--- src/rtl/rf_wb_arbiter.sv ---
// Write-port arbiter and busy scoreboard for the 32x32 register file.
// Three writeback sources (ALU, load, mul/div) share the single write port
// through round-robin valid/ready handshakes. The write beat is registered
// toward the file, and a per-register busy scoreboard lets decode stall on
// outstanding writes.
module rf_wb_arbiter #(
  parameter int DATA_W = 32,
  parameter int ADDR_W = 5
) (
  input  logic                  Clk,
  input  logic                  Rst,
  input  logic [2:0]            req_valid,
  output logic [2:0]            req_ready,
  input  logic [ADDR_W-1:0]     req_addr0,
  input  logic [ADDR_W-1:0]     req_addr1,
  input  logic [ADDR_W-1:0]     req_addr2,
  input  logic [DATA_W-1:0]     req_data0,
  input  logic [DATA_W-1:0]     req_data1,
  input  logic [DATA_W-1:0]     req_data2,
  input  logic                  hold,
  output logic                  RegWr,
  output logic [ADDR_W-1:0]     RW,
  output logic [DATA_W-1:0]     BusW,
  output logic [1:0]            grant_id,
  input  logic                  claim_valid,
  input  logic [ADDR_W-1:0]     claim_addr,
  output logic [(1<<ADDR_W)-1:0] busy
);

  localparam int NREG = 1 << ADDR_W;

  logic [1:0]        ptr_q, ptr_d;
  logic              wr_q, wr_d;
  logic [ADDR_W-1:0] rw_q;
  logic [DATA_W-1:0] busw_q;
  logic [1:0]        gid_q;
  logic [NREG-1:0]   busy_q, busy_d;

  logic              xfer;
  logic [1:0]        win;
  logic [1:0]        cand;
  logic [ADDR_W-1:0] sel_addr;
  logic [DATA_W-1:0] sel_data;

  // Successor of a source index in the ring 0 -> 1 -> 2 -> 0.
  function automatic logic [1:0] next_src(input logic [1:0] s);
    return (s == 2'd2) ? 2'd0 : s + 2'd1;
  endfunction

  // Round-robin scan starting at ptr; depends only on valid, ptr, hold, Rst.
  always_comb begin
    xfer = 1'b0;
    win  = 2'd0;
    cand = ptr_q;
    if (Rst && !hold) begin
      for (int k = 0; k < 3; k++) begin
        if (!xfer && req_valid[cand]) begin
          xfer = 1'b1;
          win  = cand;
        end
        cand = next_src(cand);
      end
    end
    req_ready = xfer ? (3'b001 << win) : 3'b000;
  end

  // Winning source's address/data and the next-state of pointer and write beat.
  always_comb begin
    case (win)
      2'd1:    begin sel_addr = req_addr1; sel_data = req_data1; end
      2'd2:    begin sel_addr = req_addr2; sel_data = req_data2; end
      default: begin sel_addr = req_addr0; sel_data = req_data0; end
    endcase
    ptr_d = xfer ? next_src(win) : ptr_q;
    // Register 0 is hardwired: the beat is drained but never written.
    wr_d  = xfer && (sel_addr != '0);
  end

  // Scoreboard next-state: transfer clears, claim sets, a same-cycle claim wins.
  always_comb begin
    busy_d = busy_q;
    if (xfer)        busy_d[sel_addr]   = 1'b0;
    if (claim_valid) busy_d[claim_addr] = 1'b1;
    busy_d[0] = 1'b0;
  end

  // Pointer and registered write beat; address/data hold when nothing is written.
  always_ff @(posedge Clk or negedge Rst) begin
    if (!Rst) begin
      ptr_q  <= 2'd0;
      wr_q   <= 1'b0;
      rw_q   <= '0;
      busw_q <= '0;
      gid_q  <= 2'd0;
    end else begin
      ptr_q <= ptr_d;
      wr_q  <= wr_d;
      if (wr_d) begin
        rw_q   <= sel_addr;
        busw_q <= sel_data;
        gid_q  <= win;
      end
    end
  end

  // Busy scoreboard register.
  always_ff @(posedge Clk or negedge Rst) begin
    if (!Rst) busy_q <= '0;
    else      busy_q <= busy_d;
  end

  assign RegWr    = wr_q;
  assign RW       = rw_q;
  assign BusW     = busw_q;
  assign grant_id = gid_q;
  assign busy     = busy_q;

endmodule
--- config.mk ---
export PLATFORM = sky130hd
export DESIGN_NAME = rf_wb_arbiter
export DESIGN_NICKNAME = d
export VERILOG_FILES = /design/src/rtl/rf_wb_arbiter.sv
export SDC_FILE = /design/constraint.sdc
export NUM_CORES = 1
export LEC_CHECK = 0
export ABC_AREA = 1
export BUFFER_PORTS_ARGS = -buffer_cell sky130_fd_sc_hd__buf_4
export CORE_ASPECT_RATIO = 1.25
export CORE_MARGIN = 10
export CORE_UTILIZATION = 25
export CTS_CLUSTER_DIAMETER = 50
export DETAILED_ROUTE_END_ITERATION = 12
export SLEW_MARGIN = 30
export SYNTH_ARGS = -nofsm -noshare
export SYNTH_HDL_FRONTEND = slang
export SYNTH_SLANG_ARGS = --single-unit
export TNS_END_PERCENT = 100
--- constraint.sdc ---
create_clock -name Clk -period 9 [get_ports Clk]
set_clock_uncertainty 0.15 [all_clocks]
set_input_delay 0.9 -clock Clk [delete_from_list [all_inputs] [get_ports Clk]]
set_output_delay 0.9 -clock Clk [all_outputs]
set_load 0.02 [all_outputs]
Yosys cells after proc, flatten, opt, wreduce, memory -nomap -nowiden
Cells that the tools add are included.
{"block": "word_totals", "regBits": 73, "input_bits": 123}
{"block": "classes", "shifts": 1, "n_bitwise": 3, "n_reduce_logical": 10, "n_lt_le_gt_ge": 7, "n_eq_ne": 4, "mux": 28, "n_addsub": 3}
{"cell": "2-to-1 mux 32 bit", "n": 2}
{"cell": "one-hot mux 32 bit (2 select lines)", "n": 1}
{"cell": "AND 32 bit", "n": 1}
{"cell": "inverter 32 bit", "n": 1}
{"cell": "bitwise OR 32 bit", "n": 1}
{"cell": "2-to-1 mux 2 bit", "n": 7}
{"cell": "< comparator 5 x 6 -> 1 bit, second input constant", "n": 2}
{"cell": "2-to-1 mux 1 bit", "n": 11}
{"cell": "demux 1 bit (select 5 bit)", "n": 2}
{"cell": "greater-or-equal comparator 5 x 1 -> 1 bit, second input constant", "n": 2}
{"cell": "one-hot mux 5 bit (2 select lines)", "n": 1}
{"cell": "< comparator 2 x 3 -> 1 bit, second input constant", "n": 3}
{"cell": "adder 2 x 1 -> 2 bit, second input constant", "n": 3}
{"cell": "binary-select mux 1 bit (select 2 bit)", "n": 3}
{"cell": "== test 2 bit, second input constant", "n": 3}
{"cell": "logical AND 1 bit", "n": 6}
{"cell": "nonzero test 5 bit", "n": 1}
{"cell": "zero test 1 bit", "n": 3}
{"cell": "2-to-1 mux 3 bit", "n": 1}
{"cell": "<< shifter 1 x 2 -> 3 bit, first input constant", "n": 1}
{"cell": "== test 2 x 1 -> 1 bit, second input constant", "n": 1}

Logic depth before layout (Yosys ltp)
Gate-level depths: netlist of the first run.
{"block": "logic_depth", "ltp_word": 23, "mapped_depth": 23}

Worst setup path after synthesis of the first run
Ideal clock, no wire load.
{"block": "synth_timing", "path_type": "input to output", "from": "in req_valid[0]", "to": "out req_ready[1]", "cell_stages": 14, "path_slack_ps": 5395, "t_required_ps": 7950, "arrival_ps": 2555, "cell_sequence": "nand3_1 nand2_1 nor2_1 inv_1 nand3_1 nand2_1 inv_1 nand2_1 inv_1 ha_1 buf_2 clkbuf_1 inv_1 nor2_1"}
{"block": "synth_between", "elab_chain_len": 14, "elab_cells_between_ends": 22, "cone_classes": "shift (1); mux (17); reduce/logical (4)"}
{"item": "start: declaration", "line": "12", "rtl": "input logic [2:0] req_valid,"}
{"item": "binary-select mux 1 bit (select 2 bit)", "line": "57", "rtl": "if (!xfer && req_valid[cand]) begin"}
{"item": "2-to-1 mux 1 bit (not written as such)", "line": "57"}
{"item": "2-to-1 mux 1 bit", "line": "57"}
{"item": "2-to-1 mux 1 bit", "line": "55", "rtl": "if (Rst && !hold) begin"}
{"item": "zero test 1 bit", "line": "57"}
{"item": "logical AND 1 bit", "line": "57"}
{"item": "2-to-1 mux 1 bit", "line": "57"}
{"item": "2-to-1 mux 1 bit", "line": "55"}
{"item": "zero test 1 bit", "line": "57"}
{"item": "logical AND 1 bit", "line": "57"}
{"item": "2-to-1 mux 2 bit (*)", "line": "57"}
{"item": "2-to-1 mux 2 bit (*)", "line": "55"}
{"item": "via win[0]", "line": "40", "rtl": "logic [1:0] win;"}
{"item": "<< shifter 1 x 2 -> 3 bit (*)", "line": "64", "rtl": "req_ready = xfer ? (3'b001 << win) : 3'b000;"}
{"item": "2-to-1 mux 3 bit (*)", "line": "64"}
{"item": "end: declaration", "line": "13", "rtl": "output logic [2:0] req_ready,"}
Mark *: on every way through the listed nets, which the timed path passes. The rest lies on a longest branch. The select of a mux whose other input is x is not followed.

Final worst setup path of the first run
{"block": "layout_timing", "from": "in req_valid[2]", "to": "reg rw_q[4], in the netlist RW[4]"}
{"block": "layout_between", "elab_chain_len": 16, "elab_cells_between_ends": 25, "cone_classes": "eq/ne (2); mux (17); reduce/logical (6)"}
{"item": "binary-select mux 1 bit (select 2 bit)", "line": "57"}
{"item": "2-to-1 mux 1 bit (not written as such)", "line": "57"}
{"item": "2-to-1 mux 1 bit", "line": "57"}
{"item": "2-to-1 mux 1 bit", "line": "55"}
{"item": "zero test 1 bit", "line": "57"}
{"item": "logical AND 1 bit", "line": "57"}
{"item": "2-to-1 mux 1 bit", "line": "57"}
{"item": "2-to-1 mux 1 bit", "line": "55"}
{"item": "zero test 1 bit", "line": "57"}
{"item": "logical AND 1 bit", "line": "57"}
{"item": "2-to-1 mux 2 bit (*)", "line": "57"}
{"item": "2-to-1 mux 2 bit (*)", "line": "55"}
{"item": "via win[1]", "line": "40"}
{"item": "== test 2 bit / == test 2 x 1 -> 1 bit (equally long branches)", "line": "69", "rtl": "case (win)"}
{"item": "one-hot mux 5 bit (2 select lines) (*)", "line": "69"}
{"item": "nonzero test 5 bit", "line": "76", "rtl": "wr_d = xfer && (sel_addr != '0);"}
{"item": "logical AND 1 bit", "line": "76"}
{"item": "end signal: assignment", "line": "99", "rtl": "rw_q <= sel_addr;"}
{"item": "end: declaration", "line": "34", "rtl": "logic [ADDR_W-1:0] rw_q;"}
Marked as above.
A chain may end at the register's enable or synchronous reset.

==> summary.txt, run 1 <==
Critical path
  • CP endpoint kind: flop
  • Crit path buf inv count: 4
  • Crit path launch type: input port
  • Worst path arrival time: between 4 and 5 ns
  • Critical Setup Path Class: input port to flop
  • Largest delay share family, worst path: simple AND/OR/NAND/NOR gates
  • Critical-path maximum fanout: 44
  • Slowest stage delay, CP: 0.42 ns
  • Crit-path slowest cell: buf_4
  • CP required: 9.04 ns
  • Crit-path cells: buf_4, nand3_1, nand3_1, nor2_1, a21oi_1, nor2_1, inv_1, ha_1, buf_4, or2_1, nand2_1, inv_1, nor2_2, nand2_2, nand3_4, nand2_1, o21ai_0

Power and ir drop
  • Pwr/cell area: about 320 nW/um^2
  • Worst IR Drop VDD: about 0.00014 V
  • Pleak: roughly 0.0031 uW

Timing
  • Relative slew slack: 0.4623
  • Final setup fails: 0
  • Worst slew pin tran: 0.8066 ns
  • Min Hold Slack: 0.2653 ns
  • Max Fclk: 251.2 MHz
  • Final Cycle Share: 0.4423
  • Setup TNS after final layout: 0 ns
  • Crit path time final: 3.981 ns
  • Pins Over Slew Limit: 0
  • Final hold vios: 0
  • RSZ-0062 raised after global routing: false

Hold path
  • Worst min path class: input port to async pin

Floorplanning
  • Initial Utilization: 0.2550
  • IO Pins: 198
  • # rows: 52
  • Die Ht: 163.7 um
  • DIE AREA: 22100 um^2
  • Die W: 135.0 um
  • Core area: around 16000 um^2

Cells and area
  • Layout cells sized above 1: 0.2913
  • Area taken by flip-flops and latches: ~1800 um^2
  • Area delta synth->final: 46.24%
  • Area of the multi-input gates: 2057 um^2
  • Nets@finish: 910
  • # fillers: 1730
  • Non-Filler Instances: 1002
  • N_diodes: 0

Yosys
  • Netlist cell types: 27
  • Async SR Flop Fraction: 1.000
  • Most frequent cell after synthesis: nand2_1
  • Gate Count Post-Synth: 597
  • Top FF cell, synth: dfrtp_1
  • Synth area leader: dfrtp_1
  • Sequential fraction of the synthesis area: 0.4422
  • Post-Syn Area: 4131 um^2
  • Area contributors post-synth: dfrtp_1 (44%), nand2_1 (25%), a21oi_1 (8.1%), nor2_1 (5.0%), o21ai_0 (4.2%)
  • Synth top area share: 0.4422
  • EDFF count, synth: 0
  • Synthesized area per cell: 6.920 um^2
  • YS warnings: 0
  • Syn_nets: 725
  • Synth Register Bits: 73
  • Synth top cells by count: nand2_1 (273), dfrtp_1 (73), a21oi_1 (67)

CTS
  • Post-CTS setup buffer count: 0
  • Sink Count: 73
  • CTS buffer count: 9
  • Clock Latency Late Sink: 0.33 ns
  • Clock root cell: clkbuf_16
  • CTS Hold Bufs: 0
  • CTS tree: done
  • Clk slew on worst S/H paths: around 0.060 ns
  • H-tree lvl count: 3
  • CTS max path bufs: 2
  • Post_cts resized: 0

Place
  • Post-Place Cells: 987
  • Port Buffers: around 200
  • Dpl hpwl: 12420 um
  • GP Congestion: 0.8461

Global route
  • Largest net degree at the start of global routing: 62
  • Grt total ovfl: 0
  • Vias in the first global route: 4447
  • First-pass GRT wire length: 25090 um
  • GRT Resource Usage Total: 0.1451
  • Initial antenna violation count: 0

Flow run
  • Max-cap violations: 0

Status
  • Status: finished, final reports clean

Routing
  • Initial DRC Count: roughly 240
  • Post-DRT Antenna Nets: 0
  • DR WL/cell: 16.68 um
  • Via count: 4549
  • Number of vias per cell: 4.540
  • DRC: 0
  • Total Wirelength: 16720 um
  • DRT Pass-1 Iters: 6
-- registers in the layout, indices dropped and copies added, names as in the netlist --
register  cells
RegWr         1
grant_id      2
busy         31
ptr_q         2
RW            5
BusW         32
-- stage by stage --
step / utilization / setup WS, ns / area [um^2] / total power (uW)
final: 0.3730 / 5.019 / 6042 / 1944
after global placement: 0.3543 / 4.677 / 5741 / 1601
after global routing: 0.3730 / 4.570 / 6042 / 2103
after detailed placement: 0.3546 / 4.626 / 5746 / 1605
after floorplan: - / 5.395 / 4131 / 1156
after CTS: 0.3730 / 4.974 / 6042 / 1978
-- per-layer routing --
metal | vias to the layer above | part of all wire | GRT usage
met5 | - | 0 | 0
met4 | 0 | 0.015 | 0.04608
met3 | 16 | 0.10 | 0.05257
met2 | 202 | 0.45 | 0.2310
met1 | 2073 | 0.43 | 0.1787
li1 | 2258 | - | -
-- final timing paths --
path                               from        to  slack [ns]  cells after the start
max                        req_valid[2]     RW[4]        5.02                     17
min                                 Rst   BusW[7]        0.27                      1
max reg2reg                    ptr_q[1]     RW[4]        5.17                     17
min reg2reg                    BusW[21]  BusW[21]        0.32                      2
max in group asynchronous           Rst     RW[0]        7.38                      2
min in group Clk               BusW[21]  BusW[21]        0.32                      2
-- area by class of cell --
| type | instances | area share |
|---|---|---|
| inverters | 22 | 0.01367 |
| repair buffers | 201 | 0.2497 |
| clock buffers | 12 | 0.04245 |
| flip-flops and latches | 73 | 0.3023 |
| multi-input cells | 475 | 0.3404 |
| well taps | 216 | 0.04473 |
| clock inverters | 3 | 0.006627 |
-- report_power, final --
part           internal, uW  switching [uW]
registers               481            94.7
clock network           227             133
logic                   370             637
total                  1080             865
-- logic make-up (layout without fill, tap and decap cells) --
logic type	after synthesis	in the layout	share of synthesized area
flip-flops	73	73	0.4422
other	1	1	0.0009077
AND/OR/NAND/NOR	365	365	0.3540
buffers and inverters	49	238	0.06117
adder cells (fa/ha/maj)	5	5	0.01514
AO/OA/AOI/OAI	104	104	0.1266
-- cell usage in the layout (no fill, tap or decap), drive strengths merged --
cell type  instances
a21boi             1
a21oi             67
buf              201
bufinv             1
clkbuf            12
clkinv             2
conb               1
dfrtp             73
ha                 5
inv               22
nand2            274
nand3             18
nand4              1
nor2              60
nor3               8
nor3b              1
o21ai             36
or2                3
No activity file was read; power rests on OpenSTA's default activity.
==> inputs of run 2 (changes only) <==
- clock period: 9 -> 3.3 ns (I/O delays scaled with it)
==> summary.txt, run 2 (synthesis gave the netlist of run 1 again) <==
Status
  • Status: finished with violations
  • Violated checks: negative hold slack

CTS
  • CTS buffer count: 9 (unchanged)
  • Clock root cell: clkbuf_16
  • CTS max path bufs: 2 (unchanged)
  • Clock Latency Late Sink: 0.33 ns (about the same)
  • H-tree lvl count: 3 (unchanged)
  • CTS Hold Bufs: 0 (unchanged)
  • CTS tree: done
  • Sink Count: 73 (unchanged)
  • Clk slew on worst S/H paths: 0.06 ns (about the same)

Timing
  • Final Cycle Share: 0.9131
  • Final setup fails: 0 (unchanged)
  • Pins Over Slew Limit: 0 (unchanged)
  • Setup TNS after final layout: 0 ns (unchanged)
  • Max Fclk: 331.9 MHz
  • Relative slew slack: 0.5339 (+0.07156)
  • Final hold vios: 27 (+27)
  • Min Hold Slack: -0.01218 ns (-0.2775 ns)
  • Crit path time final: 3.013 ns
  • Worst slew pin tran: 0.6992 ns (-0.1073 ns)

Global route
  • First-pass GRT wire length: 26030 um (+3.7%)
  • Largest net degree at the start of global routing: 74 (+19%)
  • Vias in the first global route: 4638 (+4.3%)
  • Initial antenna violation count: 1 (+1)
  • GRT Resource Usage Total: 0.1488 (+0.003705)
  • Grt total ovfl: 0 (unchanged)

Critical path
  • CP required: 2.82 ns (-6.22 ns)
  • Worst path arrival time: 2.53 ns (-1.49 ns)
  • Critical Setup Path Class: flop to output port
  • Critical-path maximum fanout: 33 (-25%)
  • Crit path launch type: flop
  • CP endpoint kind: output port

Power and ir drop
  • Power, Total: 5393 uW (+180%)
  • Pwr/cell area: 856.8 nW/um^2 (+170%)
  • Worst IR Drop VDD: 0.0004022 V (+190%)
  • Pleak: 0.003213 uW (+3.7%)

Floorplanning
  • Initial Utilization: 0.2550 (unchanged)
  • IO Pins: 198 (unchanged)
  • DIE AREA: 22100 um^2 (unchanged)
  • # rows: 52 (unchanged)
  • Die W: 135.0 um (unchanged)
  • Die Ht: 163.7 um (unchanged)
  • Core area: 16200 um^2 (unchanged)

Hold path
  • Worst min path class: input port to async pin

Routing
  • Post-DRT Antenna Nets: 0 (unchanged)
  • DRT Pass-1 Iters: 4 (-2)
  • DRC: 0 (unchanged)
  • Via count: 4620 (+1.6%)
  • Number of vias per cell: 4.503 (-0.81%)
  • Total Wirelength: 17140 um (+2.5%)
  • Initial DRC Count: 247 (+2.5%)
  • DR WL/cell: 16.70 um (+0.10%)

Place
  • Port Buffers: 196 (unchanged)
  • Cell Area, Placed: 5924 um^2 (+3.1%)
  • GP Congestion: 0.8840 (+4.5%)
  • Dpl hpwl: 13060 um (+5.2%)

Cells and area
  • Commonest non-fill, non-tap cell in the layout: nand2_1
  • Nets@finish: 933 (+2.5%)
  • Max reg flops: 32 (unchanged)
  • Area delta synth->final: 52.36%
  • Layout cells sized above 1: 0.3226 (+0.03127)
  • Commonest cells after routing, fill and taps aside: nand2_1 (272), buf_4 (218), dfrtp_1 (71)
  • Post-route design area: 6295 um^2 (+4.2%)
  • Util after Layout: 0.3886 (+0.01560)

Flow run
  • Max-cap violations: 0 (unchanged)
[run 2: power by group]
part / switching [uW] / internal, uW / leakage, uW / total (uW)
sequential: 251 / 1310 / 0.000885 / 1560
clock: 369 / 523 / 0.000128 / 892
combinational: 1780 / 1160 / 0.00220 / 2940
[run 2: worst max-delay path, stage by stage (launching register included)]
cell and delay, ns:
dfrtp_2 0.42, inv_2 0.09, nand3_1 0.07, nand3_1 0.13, nor2_2 0.19, nand3_1 0.09, nand2_1 0.06, inv_1 0.04
nand2_1 0.17, ha_2 0.30, buf_6 0.29, inv_1 0.07, nor2_1 0.10, buf_4 0.17
[run 2: area by class of cell]
type	count	area (um^2)
inverters	22	82.58
clock inverters	3	17.52
repair buffers	224	1744
clock buffers	12	246.5
multi-input cells	475	2102
fillers	1735	9906
diodes	1	2.502
flip-flops and latches	73	1829
well taps	216	270.3
[run 2: repair_timing]
action / in CTS / in global routing
buffers inserted: 0 / 3
gates resized for setup: 0 / 14
setup endpoints to repair: 0 / 73
endpoints found under the hold margin: 0 / 0
[run 2: per-stage QoR]
stage          std cells  setup slack (ns)
2_1_floorplan        597            0.4757
3_3_place_gp        1006            0.1800
3_5_place_dp        1006           0.07700
4_1_cts             1021           0.07815
5_1_grt             1025          -0.02949
6_report            1026            0.2869
[run 2: metal layers]
| metal | global-route usage | vias up | part of all wire |
|---|---|---|---|
| met5 | 0 | - | 0 |
| met1 | 0.1811 | 2107 | 0.42 |
| met2 | 0.2453 | 186 | 0.47 |
| li1 | - | 2316 | - |
| met4 | 0.03824 | 0 | 0.011 |
| met3 | 0.05165 | 11 | 0.095 |
[run 2: worst paths after layout]
path                                from            to  slack [ns]  depth (start not counted)
setup reg to reg                ptr_q[1]         RW[1]        0.30                         16
setup / recovery                ptr_q[1]  req_ready[2]        0.29                         13
hold reg to reg                 BusW[19]      BusW[19]        0.32                          2
max in group asynchronous            Rst      ptr_q[0]        2.50                          2
min in group Clk           claim_addr[2]       busy[2]        0.17                          4
hold / removal                       Rst      BusW[27]       -0.01                          2
